--- src/rtl/fetch_stage.sv ---
// Instruction fetch stage: issues word requests to instruction memory, tracks
// in-flight responses, and presents fetched instructions in order to IF/ID.
module fetch_stage #(
    parameter logic [31:0] RESET_PC  = 32'h0000_0000,
    parameter logic [31:0] NOP_INSTR = 32'h0000_0013
) (
    input  logic        clk_i,
    input  logic        rst_i,
    input  logic        stall_f,
    input  logic        redirect_i,
    input  logic [31:0] redirect_pc_i,
    output logic        imem_req_o,
    output logic [31:0] imem_addr_o,
    input  logic        imem_gnt_i,
    input  logic        imem_rvalid_i,
    input  logic [31:0] imem_rdata_i,
    output logic [31:0] pc_f,
    output logic [31:0] instr_f,
    output logic [31:0] pc_next_f,
    output logic        valid_f
);

    logic [31:0] fetch_pc_q, fetch_pc_d;
    logic [1:0]  out_cnt_q, out_cnt_d;
    logic [1:0]  disc_cnt_q, disc_cnt_d;
    logic [1:0]  buf_cnt_q, buf_cnt_d;
    logic        buf_rd_q, buf_rd_d;
    logic        buf_wr_q, buf_wr_d;
    logic        pcf_rd_q, pcf_rd_d;
    logic        pcf_wr_q, pcf_wr_d;

    logic [31:0] buf_pc_q [2];
    logic [31:0] buf_pc_d [2];
    logic [31:0] buf_instr_q [2];
    logic [31:0] buf_instr_d [2];
    logic [31:0] pcf_q [2];
    logic [31:0] pcf_d [2];

    logic [31:0] redirect_pc;
    logic [31:0] head_pc;
    logic [2:0]  inflight;
    logic [2:0]  occupancy;
    logic        pop;
    logic        issue;
    logic        resp;
    logic        drop;
    logic        push;

    assign redirect_pc = redirect_pc_i & 32'hFFFF_FFFC;
    assign head_pc     = buf_pc_q[buf_rd_q];

    assign valid_f   = (buf_cnt_q != 2'd0);
    assign pc_f      = valid_f ? head_pc : 32'h0000_0000;
    assign instr_f   = valid_f ? buf_instr_q[buf_rd_q] : NOP_INSTR;
    assign pc_next_f = valid_f ? head_pc + 32'd4 : 32'h0000_0000;

    assign pop = valid_f & ~stall_f;

    // Requests are limited so every granted fetch already owns a buffer slot.
    assign inflight   = {1'b0, out_cnt_q} + {1'b0, disc_cnt_q};
    assign occupancy  = {1'b0, out_cnt_q} + {1'b0, buf_cnt_q} - {2'b00, pop};
    assign imem_req_o = ~rst_i & (inflight < 3'd2) & (occupancy < 3'd2);
    assign imem_addr_o = redirect_i ? redirect_pc : fetch_pc_q;

    assign issue = imem_req_o & imem_gnt_i;
    assign resp  = imem_rvalid_i & (inflight != 3'd0);
    assign drop  = resp & (disc_cnt_q != 2'd0);
    assign push  = resp & (disc_cnt_q == 2'd0) & ~redirect_i;

    always_comb begin
        fetch_pc_d  = fetch_pc_q;
        out_cnt_d   = out_cnt_q;
        disc_cnt_d  = disc_cnt_q;
        buf_cnt_d   = buf_cnt_q;
        buf_rd_d    = buf_rd_q;
        buf_wr_d    = buf_wr_q;
        pcf_rd_d    = pcf_rd_q;
        pcf_wr_d    = pcf_wr_q;
        buf_pc_d    = buf_pc_q;
        buf_instr_d = buf_instr_q;
        pcf_d       = pcf_q;

        if (issue) begin
            pcf_d[pcf_wr_q] = imem_addr_o;
            pcf_wr_d        = ~pcf_wr_q;
            fetch_pc_d      = imem_addr_o + 32'd4;
        end else if (redirect_i) begin
            fetch_pc_d = redirect_pc;
        end

        if (resp) begin
            pcf_rd_d = ~pcf_rd_q;
        end

        if (redirect_i) begin
            // Everything still in flight becomes stale; a response consumed now is already gone.
            disc_cnt_d = out_cnt_q + disc_cnt_q - {1'b0, resp};
            out_cnt_d  = {1'b0, issue};
            buf_cnt_d  = 2'd0;
            buf_rd_d   = 1'b0;
            buf_wr_d   = 1'b0;
        end else begin
            disc_cnt_d = disc_cnt_q - {1'b0, drop};
            out_cnt_d  = out_cnt_q + {1'b0, issue} - {1'b0, push};
            if (push) begin
                buf_pc_d[buf_wr_q]    = pcf_q[pcf_rd_q];
                buf_instr_d[buf_wr_q] = imem_rdata_i;
                buf_wr_d              = ~buf_wr_q;
            end
            if (pop) begin
                buf_rd_d = ~buf_rd_q;
            end
            buf_cnt_d = buf_cnt_q + {1'b0, push} - {1'b0, pop};
        end
    end

    always_ff @(posedge clk_i) begin
        if (rst_i) begin
            fetch_pc_q <= RESET_PC;
            out_cnt_q  <= 2'd0;
            disc_cnt_q <= 2'd0;
            buf_cnt_q  <= 2'd0;
            buf_rd_q   <= 1'b0;
            buf_wr_q   <= 1'b0;
            pcf_rd_q   <= 1'b0;
            pcf_wr_q   <= 1'b0;
        end else begin
            fetch_pc_q <= fetch_pc_d;
            out_cnt_q  <= out_cnt_d;
            disc_cnt_q <= disc_cnt_d;
            buf_cnt_q  <= buf_cnt_d;
            buf_rd_q   <= buf_rd_d;
            buf_wr_q   <= buf_wr_d;
            pcf_rd_q   <= pcf_rd_d;
            pcf_wr_q   <= pcf_wr_d;
        end
    end

    // Storage arrays carry no reset; the counters decide what is meaningful.
    always_ff @(posedge clk_i) begin
        buf_pc_q    <= buf_pc_d;
        buf_instr_q <= buf_instr_d;
        pcf_q       <= pcf_d;
    end

    a_no_push_when_full: assert property (@(posedge clk_i) disable iff (rst_i)
        !(push && buf_cnt_q == 2'd2));

    a_inflight_bounded: assert property (@(posedge clk_i) disable iff (rst_i)
        inflight <= 3'd2);

    a_rvalid_expected: assert property (@(posedge clk_i) disable iff (rst_i)
        !(imem_rvalid_i && inflight == 3'd0));

    a_addr_hold: assert property (@(posedge clk_i) disable iff (rst_i)
        (imem_req_o && !imem_gnt_i && !redirect_i) |=>
        (redirect_i || imem_addr_o == $past(imem_addr_o)));

endmodule

--- config.mk ---
export PLATFORM = sky130hd
export DESIGN_NAME = fetch_stage
export DESIGN_NICKNAME = d
export VERILOG_FILES = /design/src/rtl/fetch_stage.sv
export SDC_FILE = /design/constraint.sdc
export NUM_CORES = 1
export LEC_CHECK = 0
export ABC_AREA = 1
export CAP_MARGIN = 0
export CORE_UTILIZATION = 50
export CTS_CLUSTER_SIZE = 14
export DETAILED_ROUTE_END_ITERATION = 10
export PLACE_DENSITY = 0.86
export RECOVER_POWER = 100
export SETUP_SLACK_MARGIN = 0.05
export SYNTH_ARGS = -nofsm -noshare
export SYNTH_HDL_FRONTEND = slang
export SYNTH_SLANG_ARGS = --single-unit
--- constraint.sdc ---
create_clock -name clk_i -period 15.5 [get_ports clk_i]
set_input_delay 4.65 -clock clk_i [delete_from_list [all_inputs] [get_ports clk_i]]
set_output_delay 4.65 -clock clk_i [all_outputs]
set_load 0.03 [all_outputs]
# Word level (Yosys, flattened, before mapping)
# Index checks and enable logic that the tools add are counted.
totals:
  register_bits: 234
  latch_bits: 0
  mem_bits_rw: 0
  rom_bits: 0
  in_bits: 70
  output_inout_bits: 130
  word_cells: 85
  memories: 0
op_classes:
  add_sub_neg: 12
  n_mul: 0
  n_div: 0
  n_lt_le_gt_ge: 8
  eq_ne: 0
  n_shift: 0
  mux: 23
  bitwise: 19
  reduce_logical: 8
ops:
  columns: ["op", "count"]
  rows:
  - ["$mux 32", 16]
  - ["$bwmux 64", 3]
  - ["$add 32x3->32 const B", 2]
  - ["$demux 32 s1", 2]
  - ["$and 1x1->1", 8]
  - ["$ge 2x2->1 const B", 4]
  - ["$not 1->2", 4]
  - ["$sub 2x1->2", 4]
  - ["$not 1->1", 7]
  - ["$add 2x2->3", 2]
  - ["$lt 3x2->1 const B", 2]
  - ["$add 2x1->2", 2]
  - ["$lt 2x1->1 const B", 2]
  - ["$reduce_bool 2->1", 2]
  - ["$reduce_bool 3->1", 1]
  - ["$sub 3x1->3", 1]
  - ["$add 2x2->2", 1]
  - ["$logic_and 1x1->1", 2]
  - ["$logic_not 2->1", 1]
  - ["$mux 2", 1]
  - ["$reduce_and 2->1", 1]
  - ["$reduce_or 2->1", 1]
  - ["$mux 1", 1]

# Longest topological paths before layout
# Gate-level depths: netlist (run 1).
depth:
  word_depth: 9
  depth_mapped: 19
  ltp_nobuf: 18

# Worst setup path before layout (run 1)
# No wires, ideal clock.
synth_timing:
  kind: "input -> output"
  from: "in stall_f"
  to: "out imem_req_o"
  arrival_ps: 6104
  t_required_ps: 10850
  setup_slack_ps: 4746
  cell_stages: 9
  path_buffers: 0
  cell_sequence: "nor2_1 > ha_1 > inv_1 > nand2_1 > fa_1 > nand2_1 > nor2_1 > nand2_1 > inv_1"
synth_via:
  elab_chain_cells: 5
synth_rtl:
  columns: ["item", "line_no", "text"]
  rows:
  - ["start: declaration", "9", "input logic stall_f,"]
  - ["$not 1->1", "57", "assign pop = valid_f & ~stall_f;"]
  - ["$and 1x1->1", "57", null]
  - ["$sub 3x1->3", "61", "assign occupancy = {1'b0, out_cnt_q} + {1'b0, buf_cnt_q} - {2'b00, pop};"]
  - ["$lt 3x2->1", "62", "assign imem_req_o = ~rst_i & (inflight < 3'd2) & (occupancy < 3'd2);"]
  - ["$and 1x1->1", "62", null]
  - ["end: declaration", "12", "output logic imem_req_o,"]
# Every way passes these cells.

# Final worst setup path (run 1)
layout_timing:
  from: "in redirect_i"
  to: "out imem_addr_o[21]"
layout_via:
  elab_chain_cells: 1
layout_rtl:
  columns: ["item", "line_no", "text"]
  rows:
  - ["start: declaration", "10", "input logic redirect_i,"]
  - ["$mux 32", null, null]
  - ["end: declaration", "13", "output logic [31:0] imem_addr_o,"]
# Every way passes these cells.

==> results of run 1 <==
[state kept, by name, summed over array words and instances, names as in the netlist]
| signal | count |
|---|---|
| buf_instr_q | 64 |
| buf_pc_q | 64 |
| pcf_q | 64 |
| fetch_pc_q | 32 |
| buf_cnt_q | 2 |
| disc_cnt_q | 2 |
| out_cnt_q | 2 |
| buf_rd_q | 1 |
| buf_wr_q | 1 |
| pcf_rd_q | 1 |
| pcf_wr_q | 1 |
[layout by cell type (no fill, tap or decap), types with 33 or more instances in the layout]
cell | Yosys | routed
nand2_1 | 401 | 406
edfxtp_1 | 192 | 192
dlygate4sd3_1 | 0 | 163
nor2_1 | 138 | 138
inv_1 | 105 | 106
a21oi_1 | 66 | 66
dfxtp_1 | 42 | 41
o21ai_0 | 33 | 35
clkdlybuf4s50_1 | 0 | 34
nand3_1 | 33 | 33
[layout make-up]
cell class                 instances  area (µm²)  share of cell area [%]
sequential                       234        6610                    47.1
inverter                         117         442                    3.15
clock inverter                     7         113                   0.803
tap                              280         350                    2.50
clock buffer                      36         687                    4.90
multi-input combinational        819        3830                    27.3
timing repair buffer             204        2000                    14.3
antenna                            1        2.50                  0.0178
[power groups by stage]
stage / logic, W / clock network (W) / registers (W)
2_1_floorplan: 0.000294 / 0 / 0.000810
3_3_place_gp: 0.000422 / 0 / 0.000818
3_5_place_dp: 0.000434 / 0 / 0.000821
4_1_cts: 0.000439 / 0.000589 / 0.000809
5_1_grt: 0.000469 / 0.000616 / 0.000822
6_report: 0.000423 / 0.000579 / 0.000815
[per-layer routing]
metal / GRT usage [%] / wire length, µm / up-vias
met5: 0 / 0 / -
met4: 6.73 / 492 / 0
met3: 2.93 / 1590 / 38
met2: 39.2 / 12800 / 342
met1: 30.1 / 10900 / 4031
li1: - / - / 4352
[cells by family after synthesis]
| family | after synthesis | synth area share, % |
|---|---|---|
| AND/OR/NAND/NOR | 660 | 25.4 |
| buffers and inverters | 163 | 6.39 |
| flip-flops | 234 | 59.1 |
| XOR/XNOR | 11 | 0.862 |
| adder cells (fa/ha/maj) | 15 | 1.81 |
| multiplexers | 1 | 0.0896 |
| AO/OA/AOI/OAI | 132 | 6.36 |
[final timing paths]
check | to | slack [ns] | cells after the start
setup / recovery | imem_addr_o[21] | 2.16 | 5
hold / removal | fetch_pc_q[0]$_SDFF_PP0_ | 0.46 | 2
setup reg to reg | pcf_q[1]$_DFFE_PP_ | 8.35 | 12
hold reg to reg | fetch_pc_q[0]$_SDFF_PP0_ | 0.46 | 2
[per-stage QoR]
| stage | utilization, % | worst slack [ns] | instances | area, µm² | hold WS, ns |
|---|---|---|---|---|---|
| 6_report | 64.1 | 2.16 | 1698 | 14000 | 0.456 |
| 3_5_place_dp | 60.8 | 3.55 | 1654 | 13300 | 0.433 |
| 3_3_place_gp | 60.8 | 3.62 | 1654 | 13300 | 0.425 |
| 2_1_floorplan | - | 4.75 | 1216 | 11200 | 0.417 |
| 5_1_grt | 64.1 | 1.80 | 1698 | 14000 | 0.475 |
| 4_1_cts | 64.4 | 3.53 | 1697 | 14100 | 0.460 |
[worst max-delay path: cells and delay by family]
family	cells	cell delay, ns
AOI/OAI and AO/OA	1	0.77
buffers and inverters	4	3.26
[synthesized netlist by cell type (12+ instances only)]
library cell	instances
a21oi_1	66
clkbuf_1	19
dfxtp_1	42
edfxtp_1	192
ha_1	13
inv_1	105
nand2_1	401
nand2_2	18
nand3_1	33
nand4_1	14
nor2_1	138
nor2_2	13
nor3_1	12
o21ai_0	33
o21ai_1	15
==> reports/metrics.cfg, run 1 <==
[yosys]
synth_top_area_cell=edfxtp_1
syn-cell-area_um2=11200
ys_types=44
syn-num-nets=1301
synth_edf_count=192
synth.area.top_cells=edfxtp_1, nand2_1, dfxtp_1
synth.top_cell.area_share_pct=51.6
synth_area_per_cell_um2=9.19
synthFlopType=edfxtp_1
synthArstFlopShare_pct=0
synth-seq-cells=234
ys_seq_area_share_pct=59.1
synthCells=1216
yosys_warnings=0

[critical_path]
cp_slowest_cell=clkbuf_1
cp_common_cell=dlygate4sd3_1
startpoint=redirect_i
critical_path_class=primary input to primary output
end_kind=primary output
worstPathArrival_ns=8.69
path_max_fanout=39
timing.rr.start=buf_cnt_q[0]$_SDFF_PP0_
slowest_delay_ns=1.24
cp-start-kind=primary input
cp.required_ns=10.85
critical_path.cell_chain=dlygate4sd3_1, clkbuf_1, inv_2, o21ai_0, dlygate4sd3_1

[cts]
cts_buffers=24
cts_tree=built
post_cts_buffers=0
clk_pin_slew_ns=0.05
hold_buffers=0
cts.sinks=234
insertion_delay_ns=0.51
cts_buffer_depth=3
root_buffer=clkbuf_16
cts_max_level=1
cts.repair.resized=0

[drt]
drc=0
dr.pass1.iters=5
drtIter0Drc=487
drt_wl_total_um=25700
via_per_inst=5.16
final_antenna_net_count=0
wl_per_cell_um=15.1
num_vias=8763

[run]
max-cap-violations=6

[floorplan]
dieArea_um2=23000
die_w_um=152
io_pins=200
num_rows=54
core_um2=21900
die_h_um=152
start_util_pct=51.1

[sta]
worst_pin_slew_ns=3.64
finalHoldViolations=0
fin_crit_sh_pct=86.1
tns_ns=0
rsz0062_at_grt=false
timing.slew.headroom_pct=-143
fin_crit_ns=13.34
drv_slew=318
fmax_mhz=74.9
skew_ns=0.0195
setup_violations=0

[power_and_ir_drop]
p_comb_share_pct=23.3
total_power_w=0.00182
p_switching_w=0.000547
p_int_w=0.00127
clockPowerShare_pct=31.9
switching_share_pct=30.1
pwr_density_cell_nw_per_um2=129
leakage_nw=5.85
ir_worst_vdd_mv=0.0967
power_frac_seq_pct=44.9

[global_routing]
antenna_found_initial=1
overflow=0
grt_max_degree=86
grt_pass1_wl_um=40800
grt_pass1_vias=8239
track_usage_pct=22.8

[outcome]
outcome=finished, violations left
failed_checks=capacitance limit, slew limit

[place]
gp_congestion=0.872
io_buffers=197
dpl.hpwl_um=17800

[hold_path]
hp-start=fetch_pc_q[0]$_SDFF_PP0_
hp-class=flop to flop

[final_layout]
drive_above_1_share_pct=6.77
fill_cells=1760
area_growth_pct=25.5
final_nets=1485

Note: power is estimated with default switching activity, not from simulation.
==> run 2: changes to the inputs <==
--- a/config.mk
+++ b/config.mk
@@ -10,7 +10,7 @@
 export CORE_UTILIZATION = 50
 export CTS_CLUSTER_SIZE = 14
 export DETAILED_ROUTE_END_ITERATION = 10
-export PLACE_DENSITY = 0.86
+export PLACE_DENSITY = 0.78
 export RECOVER_POWER = 100
 export SETUP_SLACK_MARGIN = 0.05
 export SYNTH_ARGS = -nofsm -noshare
==> run 2 against run 1 <==
  * Non-clock buffer count unchanged
  * Fmax decreased by 0.70%
  * Critical path type unchanged
  * Final cell count unchanged
  * The run still ends with capacitance limit, slew limit left
==> reports/metrics.cfg, run 2 (synthesis results as in run 1) <==
[final_layout]
final_common_cell=nand2_1
area_growth_pct=25.4  ; about the same
stdcell_area_um2=14000  ; about the same
drive_above_1_share_pct=7.05  ; +0.28 points
final_nets=1485  ; unchanged
top_regs=buf_instr_q: 64 flops, buf_pc_q: 64 flops, pcf_q: 64 flops
final_cell_mix=nand2_1, edfxtp_1, dlygate4sd3_1, nor2_1, inv_1
fill_cells=1784  ; +1.4%
diodes=0  ; -1

[cts]
cts_buffers=24  ; unchanged
cts_max_level=1  ; unchanged
clk_pin_slew_ns=0.06  ; about the same
hold_buffers=0  ; unchanged
cts_tree=built
post_cts_buffers=0  ; unchanged
insertion_delay_ns=0.51  ; about the same
cts_buffer_depth=3  ; unchanged
root_buffer=clkbuf_16
cts.repair.resized=0  ; unchanged
cts.sinks=234  ; unchanged

[sta]
fmax_mhz=74.4  ; -0.70%
finalHoldViolations=0  ; unchanged
hold-worst-slack_ns=0.449  ; -0.00717 ns
drv_slew=399  ; +25%
worst_pin_slew_ns=3.71  ; +0.0673 ns
setup_violations=0  ; unchanged
skew_ns=0.0159  ; -0.00362 ns
fin_crit_ns=13.44  ; +0.0947 ns
timing.slew.headroom_pct=-147  ; -4.5 points
rsz0062_at_grt=false
tns_ns=0  ; unchanged
fin_crit_sh_pct=86.7  ; +0.61 points

[outcome]
failed_checks=capacitance limit, slew limit
outcome=finished, violations left

[power_and_ir_drop]
power_frac_seq_pct=45.0  ; about the same
p_switching_w=0.000551  ; +0.69%
total_power_w=0.00180  ; -0.66%
pwr_density_cell_nw_per_um2=129  ; -0.56%
p_comb_share_pct=23.5  ; +0.2 points
clockPowerShare_pct=31.5  ; -0.4 points
switching_share_pct=30.5  ; +0.41 points
leakage_nw=5.80  ; -0.82%
ir_worst_vdd_mv=0.0702  ; -27%
p_int_w=0.00125  ; -1.2%

[critical_path]
cp-start-kind=primary input
end_kind=primary output
cp.required_ns=10.85  ; about the same
critical_path_class=primary input to primary output
path_max_fanout=39  ; unchanged
worstPathArrival_ns=8.79  ; +0.10 ns
r2r_slack_ns=8.39  ; +0.04 ns

[place]
place_area_um2=13300  ; unchanged
dpl.hpwl_um=17600  ; -1.1%
gp_congestion=0.894  ; +2.5%
io_buffers=197  ; unchanged

[floorplan]
num_rows=54  ; unchanged
start_util_pct=51.1  ; unchanged
io_pins=200  ; unchanged
die_w_um=152  ; unchanged
dieArea_um2=23000  ; unchanged
core_um2=21900  ; unchanged
die_h_um=152  ; unchanged

[drt]
wl_per_cell_um=14.8  ; -2.1%
dr.pass1.iters=5  ; unchanged
drt_wl_total_um=25200  ; -2.1%
drtIter0Drc=372  ; -24%
num_vias=8683  ; -0.91%
final_antenna_net_count=0  ; unchanged
drc=0  ; unchanged
via_per_inst=5.11  ; -0.91%

[global_routing]
grt_pass1_vias=7947  ; -3.5%
track_usage_pct=21.6  ; -1.1 points
overflow=0  ; unchanged
grt_max_degree=86  ; unchanged
grt_pass1_wl_um=39000  ; -4.4%
antenna_found_initial=0  ; -1

[run]
max-cap-violations=7  ; +1

[hold_path]
hp-class=flop to flop

## run 2: routing by layer
metal / vias up / share of wire (%) / global-route usage (%) / routed length, µm
met5: - / 0 / 0 / 0
met4: 0 / 2.0 / 5.89 / 497
met3: 42 / 5.7 / 2.84 / 1430
met2: 258 / 49 / 37.1 / 12300
met1: 4031 / 44 / 28.9 / 11000
li1: 4352 / - / - / -
## run 2: cell type report
| cell class | instances | area, µm² | share of cell area [%] |
|---|---|---|---|
| clock buffers | 31 | 668 | 4.77 |
| repair buffers | 204 | 2000 | 14.3 |
| clock inverters | 13 | 128 | 0.910 |
| flip-flops and latches | 234 | 6610 | 47.1 |
| inverters | 117 | 442 | 3.15 |
| multi-input cells | 819 | 3820 | 27.3 |
| well taps | 280 | 350 | 2.50 |
## run 2: metrics by stage
stage | utilization, % | instances | setup WS, ns
6_report | 64.0 | 1698 | 2.06
4_1_cts | 64.4 | 1698 | 3.55
3_5_place_dp | 60.8 | 1654 | 3.56
3_3_place_gp | 60.8 | 1654 | 3.61
2_1_floorplan | - | 1216 | 4.75
5_1_grt | 64.0 | 1698 | 1.80
## run 2: worst paths after layout
check	startpoint	end	cells after the start
min reg2reg	fetch_pc_q[0]$_SDFF_PP0_	fetch_pc_q[0]$_SDFF_PP0_	2
max reg2reg	buf_cnt_q[0]$_SDFF_PP0_	pcf_q[5]$_DFFE_PP_	12
min	fetch_pc_q[0]$_SDFF_PP0_	fetch_pc_q[0]$_SDFF_PP0_	2
max	redirect_i	imem_addr_o[21]	5
## run 2: worst max-delay path, cell delays in order
cell and delay [ns]:
dlygate4sd3_1 0.52, clkbuf_1 1.23, inv_2 0.66, o21ai_0 0.88, dlygate4sd3_1 0.85
## run 2: power groups by stage
stage | clock network [W] | registers (W) | logic, W
2_1_floorplan | 0 | 0.000810 | 0.000294
3_3_place_gp | 0 | 0.000818 | 0.000422
3_5_place_dp | 0 | 0.000821 | 0.000436
4_1_cts | 0.000579 | 0.000808 | 0.000438
5_1_grt | 0.000602 | 0.000820 | 0.000468
6_report | 0.000569 | 0.000813 | 0.000424
==> run 3: changes to the inputs <==
--- a/config.mk
+++ b/config.mk
@@ -6,7 +6,6 @@
 export NUM_CORES = 1
 export LEC_CHECK = 0
 export ABC_AREA = 1
-export CAP_MARGIN = 0
 export CORE_UTILIZATION = 50
 export CTS_CLUSTER_SIZE = 14
 export DETAILED_ROUTE_END_ITERATION = 10
==> results of run 3 <==
Final layout, timing and power as in run 2 (identical DEF).
